<file path="config.mk">
export PLATFORM = sky130hd
export DESIGN_NAME = ber_counter
export DESIGN_NICKNAME = d
export VERILOG_FILES = /design/src/rtl/comm_pkg.sv /design/src/rtl/ber_ref_buffer.sv /design/src/rtl/ber_counter.sv
export SDC_FILE = /design/constraint.sdc
export NUM_CORES = 2
export LEC_CHECK = 0
export ABC_CLOCK_PERIOD_IN_PS = 23300
export CAP_MARGIN = 10
export CELL_PAD_IN_SITES_DETAIL_PLACEMENT = 1
export CELL_PAD_IN_SITES_GLOBAL_PLACEMENT = 1
export CORE_MARGIN = 2
export CORE_UTILIZATION = 35
export DETAILED_ROUTE_END_ITERATION = 12
export HOLD_SLACK_MARGIN = 0.06
export PLACE_DENSITY = 0.59
export SLEW_MARGIN = 20
export SYNTH_ARGS = -nofsm -noshare
export SYNTH_HDL_FRONTEND = slang
export SYNTH_SLANG_ARGS = --single-unit
</file>
<file path="constraint.sdc">
create_clock -name clock -period 23.3 [get_ports clock]
set_input_delay 4.66 -clock clock [delete_from_list [all_inputs] [get_ports clock]]
set_output_delay 4.66 -clock clock [all_outputs]
set_load 0.02 [all_outputs]
</file>
<file path="src/rtl/comm_pkg.sv">
// Shared constants and state encoding for the PRBS9 / BPSK receive chain.
package comm_pkg;

    localparam int OS_DEF       = 4;    // samples per symbol
    localparam int PRBS_LEN_DEF = 511;  // PRBS9 period
    localparam int CNT_W_DEF    = 64;   // bit / error counter width
    localparam int IDX_W        = 9;    // delay index width (covers 0..511)

    typedef enum logic {
        SEARCH = 1'b0,
        LOCK   = 1'b1
    } ber_state_e;

endpackage

</file>
<file path="src/rtl/ber_ref_buffer.sv">
// Reference delay line holding the last DEPTH transmitted bits.
// Entry 0 is the newest bit; the read port selects any entry by index.
module ber_ref_buffer
    import comm_pkg::*;
#(
    parameter int DEPTH = PRBS_LEN_DEF
) (
    input  logic             clock,
    input  logic             reset,
    input  logic             shift_i,
    input  logic             bit_i,
    input  logic [IDX_W-1:0] idx_i,
    output logic             bit_o
);

    logic [DEPTH-1:0] line_q;

    // Shift the newest bit in at position 0 on each symbol strobe.
    always_ff @(posedge clock or posedge reset) begin
        if (reset) begin
            line_q <= '0;
        end else if (shift_i) begin
            line_q <= {line_q[DEPTH-2:0], bit_i};
        end
    end

    // Read mux; an out-of-range index reads as 0.
    always_comb begin
        bit_o = 1'b0;
        for (int i = 0; i < DEPTH; i++) begin
            if (idx_i == IDX_W'(i)) bit_o = line_q[i];
        end
    end

endmodule

</file>
<file path="src/rtl/ber_counter.sv">
// BER checker: decimates the filter sign bit at a selectable phase,
// searches for the TX->RX symbol latency, then counts bits and errors.
module ber_counter
    import comm_pkg::*;
#(
    parameter int OS       = OS_DEF,
    parameter int PRBS_LEN = PRBS_LEN_DEF,
    parameter int CNT_W    = CNT_W_DEF
) (
    input  logic             clock,
    input  logic             reset,
    input  logic             i_enable,
    input  logic             i_tx_bit,
    input  logic             i_rx_sample,
    input  logic [1:0]       i_phase,
    output logic             o_locked,
    output logic             o_is_zero,
    output logic [IDX_W-1:0] o_delay,
    output logic [CNT_W-1:0] o_bit_count,
    output logic [CNT_W-1:0] o_err_count
);

    localparam logic [1:0]       PC_LAST  = 2'(OS - 1);
    localparam logic [IDX_W-1:0] LAST_IDX = IDX_W'(PRBS_LEN - 1);

    // Phase counter and capture stage
    logic [1:0] pc_q, pc_d;
    logic       rx_bit_q;
    logic       cmp_vld_q;
    logic       tx_stb, rx_stb;

    // Search / lock state
    ber_state_e       state_q;
    logic [IDX_W-1:0] d_q;
    logic [IDX_W-1:0] delay_q;
    logic [IDX_W-1:0] best_q;
    logic [IDX_W-1:0] win_err_q;
    logic [IDX_W-1:0] win_cnt_q;
    logic [IDX_W-1:0] min_err_q;
    logic             win_done_q;

    // Counters
    logic [CNT_W-1:0] bit_q, bit_d;
    logic [CNT_W-1:0] err_q, err_d;
    logic             is_zero_q;

    logic [IDX_W-1:0] ref_idx;
    logic             ref_bit;
    logic             err_bit;

    assign pc_d   = (pc_q == PC_LAST) ? 2'd0 : pc_q + 2'd1;
    assign tx_stb = i_enable && (pc_q == 2'd0);
    assign rx_stb = i_enable && (pc_q == i_phase);

    // While searching the candidate delay is probed; once locked, the chosen one.
    assign ref_idx = (state_q == LOCK) ? delay_q : d_q;
    assign err_bit = rx_bit_q ^ ref_bit;

    // Saturating counter increments.
    assign bit_d = (&bit_q) ? bit_q : bit_q + CNT_W'(1);
    assign err_d = (err_bit && !(&err_q)) ? err_q + CNT_W'(1) : err_q;

    ber_ref_buffer #(
        .DEPTH(PRBS_LEN)
    ) u_ref (
        .clock  (clock),
        .reset  (reset),
        .shift_i(tx_stb),
        .bit_i  (i_tx_bit),
        .idx_i  (ref_idx),
        .bit_o  (ref_bit)
    );

    // Phase counter and sample capture; the compare happens the next enabled clock.
    always_ff @(posedge clock or posedge reset) begin
        if (reset) begin
            pc_q      <= 2'd0;
            rx_bit_q  <= 1'b0;
            cmp_vld_q <= 1'b0;
        end else if (i_enable) begin
            pc_q      <= pc_d;
            cmp_vld_q <= rx_stb;
            if (rx_stb) rx_bit_q <= i_rx_sample;
        end
    end

    // Search/lock state machine with window accounting and locked counters.
    always_ff @(posedge clock or posedge reset) begin
        if (reset) begin
            state_q    <= SEARCH;
            d_q        <= '0;
            delay_q    <= '0;
            best_q     <= '0;
            win_err_q  <= '0;
            win_cnt_q  <= '0;
            min_err_q  <= '1;
            win_done_q <= 1'b0;
            bit_q      <= '0;
            err_q      <= '0;
        end else if (i_enable) begin
            win_done_q <= 1'b0;
            case (state_q)
                SEARCH: begin
                    // Accumulate one compared symbol into the current window.
                    if (cmp_vld_q) begin
                        win_err_q <= win_err_q + {{(IDX_W-1){1'b0}}, err_bit};
                        if (win_cnt_q == LAST_IDX) begin
                            win_cnt_q  <= '0;
                            win_done_q <= 1'b1;
                        end else begin
                            win_cnt_q <= win_cnt_q + 1'b1;
                        end
                    end
                    // Window verdict, one clock after its last accumulate
                    // (never coincides with a compare since OS >= 2).
                    if (win_done_q) begin
                        win_err_q <= '0;
                        if (win_err_q == '0) begin
                            state_q <= LOCK;
                            delay_q <= d_q;
                        end else begin
                            if (win_err_q < min_err_q) begin
                                min_err_q <= win_err_q;
                                best_q    <= d_q;
                            end
                            if (d_q == LAST_IDX) begin
                                state_q <= LOCK;
                                delay_q <= (win_err_q < min_err_q) ? d_q : best_q;
                            end else begin
                                d_q <= d_q + 1'b1;
                            end
                        end
                    end
                end
                LOCK: begin
                    if (cmp_vld_q) begin
                        bit_q <= bit_d;
                        err_q <= err_d;
                    end
                end
                default: state_q <= SEARCH;
            endcase
        end
    end

    // Zero-error indicator trails the counters by one clock.
    always_ff @(posedge clock or posedge reset) begin
        if (reset) begin
            is_zero_q <= 1'b0;
        end else begin
            is_zero_q <= (state_q == LOCK) && (err_q == '0);
        end
    end

    assign o_locked    = (state_q == LOCK);
    assign o_is_zero   = is_zero_q;
    assign o_delay     = delay_q;
    assign o_bit_count = bit_q;
    assign o_err_count = err_q;

endmodule
</file>
After elaboration in Yosys (flattened, before gate mapping)

Cells that the tools add are included.

Bitwise operators: 5
Reductions and logical operators: 22
Multipliers: 0
Equal/unequal tests: 514
$add $sub $neg: 6
Muxes and demuxes: 526
Shift operators: 0
Magnitude comparators: 1
Div/mod/pow operators: 0

Operators by type and width:

| cell                                                            | count |
|---|---|
| 9-bit == test, second input constant                            | 257 |
| 9-bit by 8-bit == test with 1-bit output, second input constant | 128 |
| 9-bit by 7-bit == test with 1-bit output, second input constant | 64 |
| 1-bit 2-to-1 mux                                                | 518 |
| 9-bit by 6-bit == test with 1-bit output, second input constant | 32 |
| 9-bit by 5-bit == test with 1-bit output, second input constant | 16 |
| 64-bit by 1-bit adder with 64-bit output, second input constant | 2 |
| 64-bit AND reduction                                            | 2 |
| 9-bit by 4-bit == test with 1-bit output, second input constant | 8 |
| 64-bit zero test                                                | 1 |
| 9-bit 2-to-1 mux                                                | 7 |
| 9-bit by 3-bit == test with 1-bit output, second input constant | 4 |
| 9-bit by 1-bit adder with 9-bit output, second input constant   | 2 |
| 9-bit by 2-bit == test with 1-bit output, second input constant | 2 |
| 9-bit zero test                                                 | 2 |
| 4-bit AND reduction                                             | 4 |
| 5-bit AND reduction                                             | 2 |
| 9-bit by 1-bit adder with 9-bit output                          | 1 |
| 9-bit by 1-bit == test with 1-bit output, second input constant | 1 |
| 9-bit less-than comparator                                      | 1 |
| 3-bit AND reduction                                             | 2 |
| 1-bit logical AND                                               | 4 |
| 1-bit inverter                                                  | 4 |
| 2-bit nonzero test                                              | 2 |
| other kinds (8)                                                 | 8 |

Memories: 0
Bits in latches: 0
RAM bits: 0
ROM bits: 0
Flip-flop bits (word level): 700

Depth between registers and ports, before layout

Depth after elaboration: 517
Depth in mapped cells: 25
Depth with buffers taken out: 20

Hierarchy

From an unflattened synthesis, not the netlist that was laid out.

Cell total of the unflattened synthesis: 3,297
Area, all modules: 36,398.7 um^2

Modules (own cells, without submodules):

| module         | area each (um^2) | instances | cells an instance | sequential area each (um^2) |
|---|---|---|---|---|
| ber_ref_buffer | 26,808.2         | 1         | 2,365             | 12,787.3 |
| ber_counter    | 9,590.4          | 1         | 932               | 4,740.8 |

Worst setup path after synthesis

Ideal clock, no wire load.

Kind: input to register
Start point: input port i_enable
End point: register bit_q[54] (netlist: o_bit_count[54])
Arrival: 7.027 ns
Stages: 12
Setup slack: 16.193 ns
Setup time: 0.080 ns
Cells stage by stage: clkbuf_1 inv_1 nor3_1 a21boi_1 and2_1 clkbuf_1 and2b_1 nand2_1 nor2_1 nand2_1 nor3_1 xor2_1

Longest elaborated chain between the ends: 1

Ends and longest elaborated chain:

| what                          | line               | source |
|---|---|---|
| from (decl)                   | ber_counter.sv:12  | `input logic i_enable,` |
| 4-bit AND reduction (no line) | -                  |  |
| to (signal assigned)          | ber_counter.sv:137 | `bit_q <= bit_d;` |
| to (decl)                     | ber_counter.sv:43  | `logic [CNT_W-1:0] bit_q, bit_d;` |

Every way passes these cells.
A chain may end at the register's enable or synchronous reset.

==> reports/qor.txt <==
Num ports -> 146
Syn nets -> 3,326
Worst Path Arrival -> 8.92 ns
Die area -> 106,000 um2
Die Ht -> 326 um
CTS Root Cell -> clkbuf_16
Initial detailed-routing violation count -> 2,962
Post-Synth Adder-Cell Area -> 0.00654
Final worst path period share -> 0.348
Worst Tran Pin Value -> 1.38 ns
Largest family of logic cells by synthesized area -> multiplexers
Largest net degree at the start of global routing -> 200
Worst-path clk slew -> 0.06 ns
Initial Util -> 0.352
Worst min path class -> reg -> reg
Layout cell share with drive strength beyond 1 -> 0.247
Max Buffers Root-to-Sink -> 3
Critical Path RT -> 24.11 ns
Placer congestion estimate -> 0.921
Synth Flop Type -> dfrtp_1
CTS tree -> done
Number of synthesized register bits -> 700
Max cap viols -> 0
Pre-CTS setup slack -> 14.00 ns
Final-report hold violation count -> 0
Area Overhead vs Synth -> 16.2%
Initial antenna violation count -> 3
H-tree lvl count -> 3
Buffer count from post-CTS setup fixing -> 0
RR Startpoint -> o_locked
First-pass GRT wire length -> 219 mm
Pleak -> 0.0192 uW
PortBufs -> 145
Power per cell area -> 68.4 nW/um2
CP Launch Type -> input pin
Synthesized area -> 36,400 um2
Fin. max-slew vios -> 0
GR Util All Layers -> 0.274
Antenna Nets Post-Route -> 0
Status -> finished, final reports clean
Hold worst-path end -> u_ref.line_q[372]
Vias in the first global route -> 31,282
Clk_skew -> 0.0303 ns
# resized after CTS -> 0
Die X -> 326 um
Worst R2R End -> win_err_q[8]
Final min period -> 8.11 ns
DRC -> 0
Synth Area in Compound Gates -> 0.162
N_diodes -> 0
Worst vdd ir -> 0.0000545 V
WL per Instance -> 30.7 um
CP max FO -> 163
Placeable core area -> 103,000 um2
Startpoint of the worst hold path -> u_ref.line_q[372]
Synth cell types -> 107
FMAX -> 0.123 GHz
Post-synth EDFFs -> 0
Post-route worst setup slack -> 15.19 ns
Site Rows -> 118
Setup TNS -> 0 ns
Total gr overflow -> 0
Post-synthesis sequential area ratio -> 0.482
Simple-gate share of the synthesized area -> 0.118
Final #Nets -> 3,438
Cells after Synth -> 3,300
Setup violators final -> 0
Mean Syn Cell Area -> 11.0 um2
CTS Buf Count -> 80
Hold depth -> 2
Fill count -> 11,229
Pre-antenna DRT Iters -> 6
Slew HR -> 0.0780
Synth async-reset ratio -> 1.00
DR vias/cell -> 6.19
Total of warnings raised by yosys -> 0
Vias -> 30,080
XOR/XNOR share of the synthesized area -> 0.0354
Worst Reg-to-Reg Cells -> 20
Post-synthesis mux area share -> 0.166
R2R setup slack -> 15.68 ns
Drt total wl -> 149 mm
Cts hold-fix bufs -> 0
RSZ-0062 raised after global routing -> false
Dpl hpwl -> 99.7 mm
Critical Path Sink Type -> asynchronous set/reset pin
Setup Crit Path Kind -> in -> async
Clock sink count -> 700
Worst-Skew Late Latency -> 0.66 ns
## power by group
group | leakage (uW) | internal (uW) | total, uW | switching [uW]
combinational | 0.00815 | 125 | 298 | 173
sequential | 0.00966 | 1240 | 1260 | 25.3
clock | 0.00136 | 792 | 1330 | 538
total | 0.0192 | 2150 | 2890 | 736
## worst max-delay path, cell delays in order
cell and delay (ns):
clkdlybuf4s50_1 0.44, clkinvlp_4 0.62, buf_4 0.62, buf_12 0.75
buf_4 0.83, buf_4 0.45, buf_16 0.32
## worst max path at each step
stage               start                end  slack [ns]  cells after the start
CTS                 reset  u_ref.line_q[244]       14.70                      6
global route        reset  u_ref.line_q[177]       14.61                      7
finish              reset  u_ref.line_q[238]       15.19                      7
detailed placement  reset  u_ref.line_q[238]       14.00                      6
floorplan           reset          best_q[0]        9.07                      1
global placement    reset  u_ref.line_q[153]       14.16                      6
## stage by stage
stage                     area, um2  instances  utilization  hold WS, ns  power [uW]
after global routing          42200       4856        0.409        0.515        2990
after floorplan               36400       3300            -        0.449        1510
after global placement        39400       4706        0.382        0.464        1570
after detailed placement      39500       4709        0.382        0.482        1580
final                         42200       4856        0.409        0.492        2890
after CTS                     42200       4855        0.408        0.498        2920
## cell usage in the layout, fill, tap and decap left out, types with 14 or more instances in the layout
master and n:
o22a_1 21, nand4_1 35, o21ai_0 171, clkdlybuf4s50_1 145, nand2_1 181, and2_1 14, o221ai_1 26, clkbuf_8 19
ha_1 19, nand2b_1 20, a31oi_1 21, o22ai_1 75, and3_1 38, a22o_1 21, a222oi_1 15, nor3b_1 23
nor4_1 30, inv_1 44, a21oi_1 152, nor2b_1 14, mux2_2 522, xor2_1 82, o31ai_1 19, clkbuf_1 17
nand3_1 71, a221o_1 18, a22oi_1 38, o21ai_1 23, a221oi_1 32, o211ai_1 44, a211oi_1 26, nor3_1 64
dfrtp_1 686, xnor2_1 65, clkbuf_16 81, buf_4 87, nor2_1 164
## layer usage
metal / track usage / vias to the layer above / part of all wire
li1: - / 12641 / -
met1: 0.372 / 15837 / 0.43
met2: 0.427 / 1253 / 0.45
met3: 0.0488 / 347 / 0.072
met4: 0.127 / 2 / 0.049
met5: 0 / - / 0.000081
## area by class of cell
type	count	area (um2)	share of cell area
multi-input cells	2344	17800	0.422
inverters	47	180	0.00426
flip-flops and latches	700	17500	0.415
repair buffers	239	2220	0.0526
clock inverters	29	399	0.00945
clock buffers	117	2350	0.0557
well taps	1380	1730	0.0409
## registers in the layout, indices dropped and copies added, names as in the netlist, 2 cells and up
name and flops:
u_ref.line_q 511, o_bit_count 64, o_err_count 64, best_q 9, d_q 9, min_err_q 9
o_delay 9, win_cnt_q 9, win_err_q 9, pc_q 2
## synth_stat cells (10+ instances only)
cell | instances | share of area
a211oi_1 | 26 | 0.0054
a21o_1 | 12 | 0.0025
a21oi_1 | 152 | 0.021
a221o_1 | 18 | 0.0050
a221oi_1 | 32 | 0.0077
a222oi_1 | 15 | 0.0041
a22o_1 | 21 | 0.0051
a22oi_1 | 39 | 0.0081
a2bb2oi_1 | 10 | 0.0024
a31oi_1 | 21 | 0.0036
a32oi_1 | 10 | 0.0024
and2_1 | 14 | 0.0024
and3_1 | 38 | 0.0065
and4_1 | 12 | 0.0029
buf_2 | 71 | 0.0098
buf_4 | 10 | 0.0021
clkbuf_1 | 118 | 0.012
dfrtp_1 | 691 | 0.48
ha_1 | 19 | 0.0065
inv_1 | 45 | 0.0046
mux2_2 | 522 | 0.16
mux2i_1 | 11 | 0.0030
nand2_1 | 184 | 0.019
nand2b_1 | 20 | 0.0034
nand3_1 | 71 | 0.0098
nand3b_1 | 11 | 0.0023
nand4_1 | 35 | 0.0060
nor2_1 | 169 | 0.017
nor2b_1 | 14 | 0.0024
nor3_1 | 64 | 0.0088
nor3b_1 | 23 | 0.0047
nor4_1 | 30 | 0.0052
o2111ai_1 | 12 | 0.0029
o211ai_1 | 44 | 0.0091
o21a_1 | 13 | 0.0027
o21ai_0 | 174 | 0.024
o21ai_1 | 24 | 0.0033
o221ai_1 | 28 | 0.0067
o22a_1 | 21 | 0.0051
o22ai_1 | 80 | 0.014
o31ai_1 | 19 | 0.0039
or3_1 | 12 | 0.0021
xnor2_1 | 65 | 0.016
xor2_1 | 82 | 0.020
## cell families (layout without fill, tap and decap cells)
family	count (synthesis)	in the layout
and+or+nand+nor	786	786
adders and majority gates	19	19
buffers and inverters	256	432
AOI/OAI and AO/OA	856	856
muxes	536	536
DFF	700	700
xor gates and xnor gates	147	147
(Power assumes the default switching activity.)
